### config.mk
export PLATFORM = sky130hd
export DESIGN_NAME = interp_row_sched
export DESIGN_NICKNAME = d
export VERILOG_FILES = /design/src/rtl/interp_row_sched.sv
export SDC_FILE = /design/constraint.sdc
export NUM_CORES = 1
export LEC_CHECK = 0
export ABC_AREA = 1
export CORE_AREA = 2 2 106 108
export CTS_BUF_LIST = sky130_fd_sc_hd__clkbuf_8
export CTS_CLUSTER_SIZE = 10
export DETAILED_ROUTE_END_ITERATION = 10
export DIE_AREA = 0 0 108 110
export MAX_ROUTING_LAYER = met4
export PLACE_DENSITY = 0.69
export SYNTH_ARGS = -nofsm -noshare
export SYNTH_HDL_FRONTEND = slang
export SYNTH_SLANG_ARGS = --single-unit
### constraint.sdc
create_clock -name clock -period 3.2 [get_ports clock]
set_input_delay 0.64 -clock clock [delete_from_list [all_inputs] [get_ports clock]]
set_output_delay 0.64 -clock clock [all_outputs]
set_load 0.05 [all_outputs]
### src/rtl/interp_row_sched.sv
// interp_row_sched: streams a block's reference rows into shift_reg and offers each
// completed 8-row window to the 8-tap filter under a valid/ready handshake.
module interp_row_sched #(
    parameter int ROW_W  = 120,
    parameter int ADDR_W = 8
) (
    input  logic              clock,
    input  logic              reset,
    input  logic              start,
    input  logic [1:0]        frac_x,
    input  logic [1:0]        frac_y,
    input  logic [ADDR_W-1:0] base_addr,
    output logic              busy,
    output logic              done,
    output logic              mem_rd_en,
    output logic [ADDR_W-1:0] mem_rd_addr,
    input  logic [ROW_W-1:0]  mem_rd_data,
    output logic              sr_load_L,
    output logic [ROW_W-1:0]  sr_in,
    output logic              win_valid,
    input  logic              win_ready,
    output logic [2:0]        win_row,
    output logic [1:0]        win_frac_x,
    output logic [1:0]        win_frac_y
);
    typedef enum logic [2:0] {IDLE, FETCH, LOAD, WIN, DONE} state_t;
    state_t state, state_n;
    logic [3:0] row, row_n;
    logic [ADDR_W-1:0] base;
    logic [1:0] fx, fy;
    logic full, load;
    // A fractional vertical phase needs the full 15-row span; integer phase needs only rows 3..10.
    assign full = fy != 2'd0;
    always_ff @(posedge clock) begin
        if (reset) begin
            state <= IDLE;
            row   <= 4'd0;
            base  <= '0;
            fx    <= 2'd0;
            fy    <= 2'd0;
        end else begin
            state <= state_n;
            row   <= row_n;
            if (state == IDLE && start) begin
                base <= base_addr;
                fx   <= frac_x;
                fy   <= frac_y;
            end
        end
    end
    always_comb begin
        state_n   = state;
        row_n     = row;
        mem_rd_en = 1'b0;
        load      = 1'b0;
        case (state)
            IDLE: if (start) begin
                state_n = FETCH;
                row_n   = frac_y != 2'd0 ? 4'd0 : 4'd3;
            end
            FETCH: begin
                mem_rd_en = 1'b1;
                state_n   = LOAD;
            end
            LOAD: begin
                load = 1'b1;
                if (!full || row >= 4'd7) state_n = WIN;
                else begin
                    row_n     = row + 4'd1;
                    mem_rd_en = 1'b1;
                end
            end
            WIN: if (win_ready) begin
                if (row == (full ? 4'd14 : 4'd10)) state_n = DONE;
                else begin
                    row_n     = row + 4'd1;
                    mem_rd_en = 1'b1;
                    state_n   = LOAD;
                end
            end
            DONE: state_n = IDLE;
            default: state_n = IDLE;
        endcase
    end
    // row_n is the row being requested whenever a read is issued (current row in FETCH, next row otherwise).
    assign mem_rd_addr = mem_rd_en ? base + ADDR_W'(row_n) : '0;
    assign busy        = state != IDLE;
    assign done        = state == DONE;
    assign sr_load_L   = !load;
    assign sr_in       = load ? mem_rd_data : '0;
    assign win_valid   = state == WIN;
    assign win_row     = win_valid ? 3'(row - (full ? 4'd7 : 4'd3)) : 3'd0;
    assign win_frac_x  = fx;
    assign win_frac_y  = fy;
endmodule

# Word-level counts from Yosys, hierarchy flattened
# Index checks and enable logic that the tools add are counted.
[word_totals] register_bits=19 latch_bits=0 ramBits=0 mem_count=0 mem_bits_ro=0
[classes] bitwise_logic=0 div_mod_pow=0 addsub=3 n_eq_ne=8 n_reduce_logical=9 order_cmp=1 mux=21 multipliers=0 shift=0
[op_table] operator="120-bit two-way mux" n=1
[op_table] operator="3-bit two-way mux" n=7
[op_table] operator="4-bit two-way mux" n=4
[op_table] operator="3-bit case mux with 4 select lines" n=1
[op_table] operator="4-bit case mux with 3 select lines" n=1
[op_table] operator="8-bit by 4-bit adder with 8-bit output" n=1
[op_table] operator="8-bit two-way mux" n=1
[op_table] operator="3-bit by 2-bit == test with 1-bit output (second input constant)" n=2
[op_table] operator="4-bit by 1-bit adder with 4-bit output (second input constant)" n=1
[op_table] operator="4-bit == test" n=1
[op_table] operator="4-bit by 3-bit greater-or-equal comparator with 1-bit output (second input constant)" n=1
[op_table] operator="1-bit two-way mux" n=4
[op_table] operator="2-bit != test (second input constant)" n=2
[op_table] operator="2-bit nonzero test" n=2
[op_table] operator="3-bit by 1-bit == test with 1-bit output (second input constant)" n=1
[op_table] operator="3-bit == test (second input constant)" n=1
[op_table] operator="3-bit zero test" n=1
[op_table] operator="1-bit case mux with 3 select lines" n=1
[op_table] operator="3-bit AND reduction" n=1
[op_table] operator="3-bit nonzero test" n=1
[op_table] operator="3-bit subtractor" n=1
[op_table] operator="1-bit zero test" n=2
[op_table] operator="2-bit two-way mux" n=1
[op_table] operator="2-bit by 1-bit != test with 1-bit output (second input constant)" n=1
[op_table] operator="other kinds (2)" n=2

# Longest topological paths before layout
# Gate-level depths: netlist (run 1).
[logic_depth] depth_word=8 depth_mapped=20

# Worst setup path after synthesis (run 1)
# OpenSTA, ideal clock, no wires.
[synth_path] path_type="reg-to-output" startpoint="register fy[1], in the netlist win_frac_y[1]" endpoint="output mem_rd_addr[7]" path_stages_with_launch=18 t_arrival_ps=2896 required_ps=2560 path_slack_ps=-336 path_cell_list="dfxtp_1 inv_1 nand2_1 nand2_1 nand3_1 nand2_2 nand2_1 nand3_1 nand2_1 nand2_1 ha_1 nand2_1 inv_1 o21ai_0 nand3_1 nand4_1 nand2_1 nor2_1"
[synth_between] elab_chain_len=8 word_cells_on_any_way=15
[synth_lines] item="start: declaration" line="30" source="logic [1:0] fx, fy;"
[synth_lines] item="start signal: assignment" line="47" source="fy <= frac_y;"
[synth_lines] item="2-bit nonzero test *" line="33" source="assign full = fy != 2'd0;"
[synth_lines] item="3-bit two-way mux" line="74" source="if (row == (full ? 4'd14 : 4'd10)) state_n = DONE;"
[synth_lines] item="4-bit == test" line="74"
[synth_lines] item="4-bit two-way mux" line="74"
[synth_lines] item="4-bit two-way mux" line="73" source="WIN: if (win_ready) begin"
[synth_lines] item="4-bit case mux with 3 select lines *" line="56" source="case (state)"
[synth_lines] item="net row_n[2]" line="28" source="logic [3:0] row, row_n;"
[synth_lines] item="8-bit by 4-bit adder with 8-bit output *" line="86" source="assign mem_rd_addr = mem_rd_en ? base + ADDR_W'(row_n) : '0;"
[synth_lines] item="8-bit two-way mux *" line="86"
[synth_lines] item="end: declaration" line="16" source="output logic [ADDR_W-1:0] mem_rd_addr,"
# The timed path passes the listed nets; every way through them passes the cells marked *.

# Worst setup path after layout (run 1)
[layout_path] startpoint="register row[0]" endpoint="output mem_rd_addr[6]"
[layout_between] elab_chain_len=6 word_cells_on_any_way=15
[layout_lines] item="start: declaration" line="28"
[layout_lines] item="start signal: assignment" line="43" source="row <= row_n;"
[layout_lines] item="4-bit by 1-bit adder with 4-bit output, or another cell as far along" line="69, 76"
[layout_lines] item="4-bit two-way mux or 1-bit logical OR (tied branches)" line="74, 67"
[layout_lines] item="4-bit two-way mux, on equally long branches" line="73, 67"
[layout_lines] item="4-bit case mux with 3 select lines *" line="56"
[layout_lines] item="net row_n[0]" line="28"
[layout_lines] item="8-bit by 4-bit adder with 8-bit output *" line="86"
[layout_lines] item="8-bit two-way mux *" line="86"
# Marks and branches as above.

==> flow_summary_export.csv, run 1 <==
group,metric,value,unit
status,run_status,"finished with violations",
status,violations,"setup timing",
place,dp_cells,892,
place,port-buffer-count,275,
final_layout,final-instance-count-excl-fill,906,
synthesis,yosysWarnings,0,
synthesis,netlist_top_cells_area,"sky130_fd_sc_hd__inv_1 (25%), sky130_fd_sc_hd__nor2_1 (22%), sky130_fd_sc_hd__dfxtp_1 (16%)",
final_layout,drive_above_1_share,0.242,
global_route,grt_overflow_total,0,
sta,report.final.setup_viol,5,
global_route,grt_first_pass_wirelength,18.5,mm
floorplanning,die-area,0.0119,mm2
pwr,netSwitchingFraction,0.565,
synthesis,mappedNetlistNets,608,
sta,tightest_slew,798,ps
final_layout,layout_net_count,910,
synthesis,synth_top_cell_area_share,0.253,
pwr,logic_pwr_share,0.802,
synthesis,count_of_different_cell_masters_after_synthesis,29,
sta,hold_viol_final,0,
drt,vias_per_cell,4.11,
drt,first_pass_iters,4,
worst_setup_path,cp_data_arrival_time,2840,ps
floorplanning,floorplan.core_area,0.0107,mm2
cts,tritoncts,"done",
sta,timing.final.max_slew_violations,0,
global_route,grt_max_degree,84,
drt,wire_per_inst,13.9,um
drt,drc_errors,0,
final_layout,multi_input_comb_area,0.00143,mm2
worst_setup_path,worst_setup_path_start_kind,"flop",
worst_setup_path,worst_ep_required_time,2560,ps
floorplanning,fp-row-count,38,
synthesis,edff_count_synth,0,
pwr,power.internal,0.00106,W
floorplanning,floorplan.initialDensity,0.217,
worst_setup_path,path_class,"flop to primary output",
sta,finClkSkew,3.98,ps
pwr,share_of_total_power_in_sequential_cells,0.127,
sta,post-route-worst-setup-slack,-277,ps
global_route,track_usage,0.203,
synthesis,synth_largest_area_cell,"sky130_fd_sc_hd__inv_1",
cts,cts-root-to-sink-buffers,2,
final_layout,seqCellArea,398,um2
pwr,power_frac_clock,0.071,
cts,clk_pin_slew,80,ps
sta,holdWs,471,ps
hold_path,hold_path_class,"flop to flop",
sta,timing.setup.tns,-792,ps
sta,timing.max_slew.rel_slack,0.468,
pwr,pwr_density_cell,434,mW/mm2
final_layout,area_delta_synth_final,141,%
synthesis,synthArstFlopShare,0,
synthesis,synthFlopType,"sky130_fd_sc_hd__dfxtp_1",
floorplanning,number_of_i_o_pins,276,
cts,cts_sinks,19,
place,hpwl,10.3,mm
synthesis,synth_area,0.00233,mm2
worst_setup_path,cp_max_fo,3,
floorplanning,die_height,110,um
floorplanning,die_width,108,um
drt,drt_first_iter_violations,139,
synthesis,number_of_instances_in_the_synthesized_netlist,465,
pwr,power_switching,0.00137,W
cts,tritoncts.num_buffers,3,
pwr,power,0.00243,W
cts,cts_max_level,1,
synthesis,synth.ff_latch_count,19,
sta,max_freq,288,MHz
final_layout,mostFrequentLayoutCell,"sky130_fd_sc_hd__clkdlybuf4s50_1",
drt,routed_wl,12.6,mm
job,cap_viol_max_count,0,
sta,grt_setup_unrepaired,"true",
drt,vias,3727,
synthesis,ys_seq_area_frac,0.164,
global_route,grt_antenna_before_repair,0,
cts,insertion_delay,260,ps
place,globalplace.congestion,0.918,
final_layout,final_cell_mix,"sky130_fd_sc_hd__clkdlybuf4s50_1 (189), sky130_fd_sc_hd__inv_1 (149), sky130_fd_sc_hd__nor2_1 (134)",
global_route,first_global_vias,3611,
final_layout,antenna_cells,0,
pwr,vdd_ir_max,0.000286,V
sta,timing.final.crit_period,3480,ps
drt,post_route_antenna_net_violation_count,0,
pwr,p_leak,3.07,nW
final_layout,fillers,1049,
sta,timing.final.crit_share,1.09,
worst_setup_path,crit_path_end_kind,"primary output",
cts,cts-root-buf,"sky130_fd_sc_hd__clkbuf_8",
synthesis,synth.avg_cell_area,5.00,um2
[worst max-delay path: stages, from the launching register on]
cell	delay, ps
sky130_fd_sc_hd__dfxtp_4	370
sky130_fd_sc_hd__ha_4	170
sky130_fd_sc_hd__nand2_4	70
sky130_fd_sc_hd__nand3_4	90
sky130_fd_sc_hd__nor2_4	120
sky130_fd_sc_hd__nand3_2	90
sky130_fd_sc_hd__nand2_2	70
sky130_fd_sc_hd__nor2_2	40
sky130_fd_sc_hd__nand2_1	60
sky130_fd_sc_hd__ha_2	180
sky130_fd_sc_hd__inv_2	40
sky130_fd_sc_hd__fa_2	330
sky130_fd_sc_hd__nand3b_1	190
sky130_fd_sc_hd__nand2_1	90
sky130_fd_sc_hd__nand2_2	60
sky130_fd_sc_hd__nor2_2	110
sky130_fd_sc_hd__xor2_1	130
sky130_fd_sc_hd__inv_1	60
sky130_fd_sc_hd__nand2_2	70
sky130_fd_sc_hd__clkinvlp_4	90
sky130_fd_sc_hd__buf_12	150
[registers in the layout, indices dropped and copies added, names as in the netlist]
signal / count
row: 4
state: 3
win_frac_x: 2
win_frac_y: 2
base: 8
[logic make-up (layout without fill, tap and decap cells)]
| kind of cell | Yosys count | count (layout) | synth area share |
|---|---|---|---|
| AO/OA/AOI/OAI | 37 | 37 | 0.0893 |
| XOR/XNOR | 5 | 5 | 0.0188 |
| adder cells (fa/ha/maj) | 7 | 7 | 0.0409 |
| buffers and inverters | 178 | 479 | 0.297 |
| flip-flops | 19 | 19 | 0.164 |
| AND/OR/NAND/NOR | 219 | 219 | 0.390 |
[synth_stat cells, types with 3 or more instances]
library cell / number
sky130_fd_sc_hd__nor2_1: 137
sky130_fd_sc_hd__ha_1: 6
sky130_fd_sc_hd__nand2_2: 4
sky130_fd_sc_hd__o21ai_0: 14
sky130_fd_sc_hd__nand2_1: 48
sky130_fd_sc_hd__dfxtp_1: 19
sky130_fd_sc_hd__nor2_2: 3
sky130_fd_sc_hd__inv_2: 3
sky130_fd_sc_hd__buf_1: 3
sky130_fd_sc_hd__nand3_1: 17
sky130_fd_sc_hd__xor2_1: 3
sky130_fd_sc_hd__buf_2: 11
sky130_fd_sc_hd__inv_1: 157
sky130_fd_sc_hd__a21oi_1: 19
[power groups by stage]
stage	registers (W)	logic [W]	clock network, W
after floorplan	0.000324	0.00114	0
after global placement	0.000304	0.00188	0
after detailed placement	0.000306	0.00189	0
after CTS	0.000305	0.00193	0.000176
after global routing	0.000314	0.00206	0.000186
final	0.000308	0.00195	0.000172
[layout make-up]
class                           count  area share
Sequential cell                    19      0.0711
Clock inverter                      1    0.000894
Timing Repair Buffer              314       0.524
Clock buffer                        3     0.00738
Tap cell                          140      0.0313
Inverter                          161       0.110
Multi-Input combinational cell    268       0.255
[final timing paths]
check | cells past startpoint | start | slack, ps | end
setup / recovery | 20 | row[0] | -280 | mem_rd_addr[6]
setup reg to reg | 10 | win_frac_y[0] | 1560 | row[3]
hold reg to reg | 2 | win_frac_x[0] | 470 | win_frac_x[0]
hold / removal | 2 | win_frac_x[0] | 470 | win_frac_x[0]
[stage by stage]
| step | utilization | area (um2) | worst slack (ps) |
|---|---|---|---|
| final | 0.523 | 5600 | -277 |
| after CTS | 0.515 | 5510 | -326 |
| after global placement | 0.498 | 5330 | -549 |
| after floorplan | - | 2370 | 1.69 |
| after detailed placement | 0.498 | 5330 | -554 |
| after global routing | 0.523 | 5600 | -493 |
[per-layer routing]
metal / global-route usage / part of all wire
met1: 0.238 / 0.41
met2: 0.364 / 0.49
met4: 0.0495 / 0.022
met3: 0.0312 / 0.077
met5: - / 0
[timing repair]
item                       in CTS  in global routing
setup endpoints to repair       7                  7
setup buffers                   6                  4
gates resized for setup        26                 25
hold buffers                    0                  0
pin swaps                      17                 13
Power figures use the tool's default switching activity.
==> run 2: changes to the inputs <==
==> constraint.sdc (replaced) <==
create_clock -name clock -period 3.2 [get_ports clock]
set_input_delay 0.64 -clock clock [delete_from_list [all_inputs] [get_ports clock]]
set_output_delay 0.64 -clock clock [all_outputs]
set_load 0.02 [all_outputs]
==> flow_summary_export.csv, run 2 (same netlist as run 1, synthesis figures left out) <==
group,metric,value,unit
status,run_status,"finished with violations",
status,violations,"setup timing",
global_route,grt_first_pass_wirelength,19.3,mm
floorplanning,die_height,110,um
final_layout,utilization,0.551,
floorplanning,die-area,0.0119,mm2
sta,finClkSkew,0.527,ps
worst_setup_path,regToRegStartpoint,"row[0]",
floorplanning,floorplan.core_area,0.0107,mm2
cts,cts-root-to-sink-buffers,2,
sta,timing.final.max_slew_violations,0,
final_layout,layout_net_count,932,
worst_setup_path,crit_slowest_cell,"sky130_fd_sc_hd__dfxtp_4",
final_layout,drive_above_1_share,0.170,
floorplanning,fp-row-count,38,
final_layout,largest_register_ffs,8,
cts,cts_sinks,19,
worst_setup_path,cp_max_fo,4,
global_route,grt_overflow_total,0,
job,cap_viol_max_count,0,
sta,timing.final.crit_period,3440,ps
place,hpwl,10.7,mm
final_layout,final_cell_mix,"sky130_fd_sc_hd__clkdlybuf4s50_1 (264), sky130_fd_sc_hd__inv_1 (150), sky130_fd_sc_hd__nor2_1 (133)",
drt,dr_wl_met3,1.28,mm
cts,tritoncts.num_buffers,3,
worst_setup_path,worst_ep_required_time,3380,ps
final_layout,largest_registers,"base (8), row (4), state (3)",
floorplanning,number_of_i_o_pins,276,
cts,insertion_delay,260,ps
global_route,track_usage,0.214,
sta,grt_setup_unrepaired,"true",
drt,routed_wl,13.4,mm
sta,hold_viol_final,0,
sta,timing.final.crit_share,1.08,
drt,detailroute.wirelength.met2,6.39,mm
cts,cts-root-buf,"sky130_fd_sc_hd__clkbuf_8",
pwr,p_leak,3.03,nW
place,place_worst_setup_slack,-875,ps
drt,post_route_antenna_net_violation_count,0,
drt,drt_first_iter_violations,206,
global_route,first_global_vias,3682,
floorplanning,floorplan.initialDensity,0.217,
worst_setup_path,ff2ff_setup_slack,-240,ps
pwr,vdd_ir_max,0.000275,V
drt,first_pass_iters,4,
global_route,grt_antenna_before_repair,1,
place,globalplace.congestion,0.881,
sta,report.final.setup_viol,4,
worst_setup_path,cp_data_arrival_time,3620,ps
floorplanning,die_width,108,um
hold_path,hold_path.startpoint,"win_frac_x[1]",
cts,tritoncts,"done",
drt,vias_per_cell,4.17,
drt,drc_errors,0,
cts,clk_pin_slew,80,ps
global_route,grt_max_degree,74,
sta,tightest_slew,687,ps
drt,wl_met1,5.49,mm
drt,wire_per_inst,14.4,um
drt,top_signal_layer_used,"met4",
worst_setup_path,regToRegEndpoint,"row[0]",
sta,timing.max_slew.rel_slack,0.542,
hold_path,worst_hold_path.num_cells,2,
drt,vias,3874,
cts,cts_max_level,1,
final_layout,area_delta_synth_final,153,%
sta,max_freq,291,MHz
place,port-buffer-count,275,
hold_path,holdPathEnd,"win_frac_x[1]",
worst_setup_path,logic_depth_of_the_worst_register_to_register_path,27,
final_layout,top_register,"base",
worst_setup_path,crit_path_end_kind,"flop",
pwr,pwr_density_cell,346,mW/mm2
final_layout,mostFrequentLayoutCell,"sky130_fd_sc_hd__clkdlybuf4s50_1",
worst_setup_path,worst_path_largest_cell_delay,380,ps
hold_path,hold_path_class,"flop to flop",
cts,hold_buffers,0,
worst_setup_path,worst_setup_path_start_kind,"flop",
worst_setup_path,path_class,"flop to flop",
pwr,power,0.00204,W
final_layout,final-instance-count-excl-fill,929,
worst_setup_path,crit_path_frequent_cell,"sky130_fd_sc_hd__buf_4",
sta,post-route-worst-setup-slack,-242,ps
place,dp_cells,900,
## run 2: layout make-up
cell class / count / area [um2]
Antenna cell: 1 / 2.50
Clock buffer: 3 / 41.3
Clock inverter: 1 / 5.00
Fill cell: 1066 / 4810
Inverter: 161 / 607
Multi-Input combinational cell: 268 / 1460
Sequential cell: 19 / 389
Tap cell: 140 / 175
Timing Repair Buffer: 336 / 3210
## run 2: worst max-delay path by stage
stage | start | to | slack, ps | cells after the start
3_5_place_dp | start | mem_rd_addr[5] | -880 | 17
5_1_grt | frac_y[1] | mem_rd_addr[6] | -370 | 17
4_1_cts | row[0] | mem_rd_addr[6] | -220 | 20
2_1_floorplan | row[0] | mem_rd_addr[6] | 60 | 20
3_3_place_gp | frac_y[0] | mem_rd_addr[6] | -870 | 18
6_report | row[0] | row[0] | -240 | 27
## run 2: critical path, delay by kind of cell (launching register included)
family	cells	cell delay (ps)
AOI/OAI and AO/OA	1	140
adders and majority gates	1	160
buffers and inverters	20	2300
DFF	1	380
and+or+nand+nor	5	410
## run 2: routing by layer
| layer | track usage | up-vias |
|---|---|---|
| met5 | - | - |
| met4 | 0.0421 | 0 |
| met3 | 0.0629 | 21 |
| met2 | 0.372 | 158 |
| met1 | 0.246 | 1758 |
| li1 | - | 1937 |
## run 2: power by group
part / internal (W) / switching [W] / leakage (nW)
sequential: 0.000273 / 0.0000354 / 0.158
clock: 0.0000869 / 0.0000884 / 0.0255
combinational: 0.000740 / 0.000812 / 2.84
total: 0.00110 / 0.000936 / 3.03
## run 2: per-stage QoR
step / hold WS (ps) / TNS (ps) / instance area (um2)
final: 470 / -664 / 5890
after CTS: 471 / -621 / 5780
after floorplan: 444 / 0 / 2330
after detailed placement: 457 / -5220 / 5450
after global placement: 455 / -4940 / 5450
after global routing: 499 / -1470 / 5890
## run 2: repair_timing
action,4_1_cts,5_1_grt
setup buffers,22,3
endpoints found under the hold margin,0,0
pin swaps,17,22
setup endpoints to repair,8,9
gates resized for setup,67,38
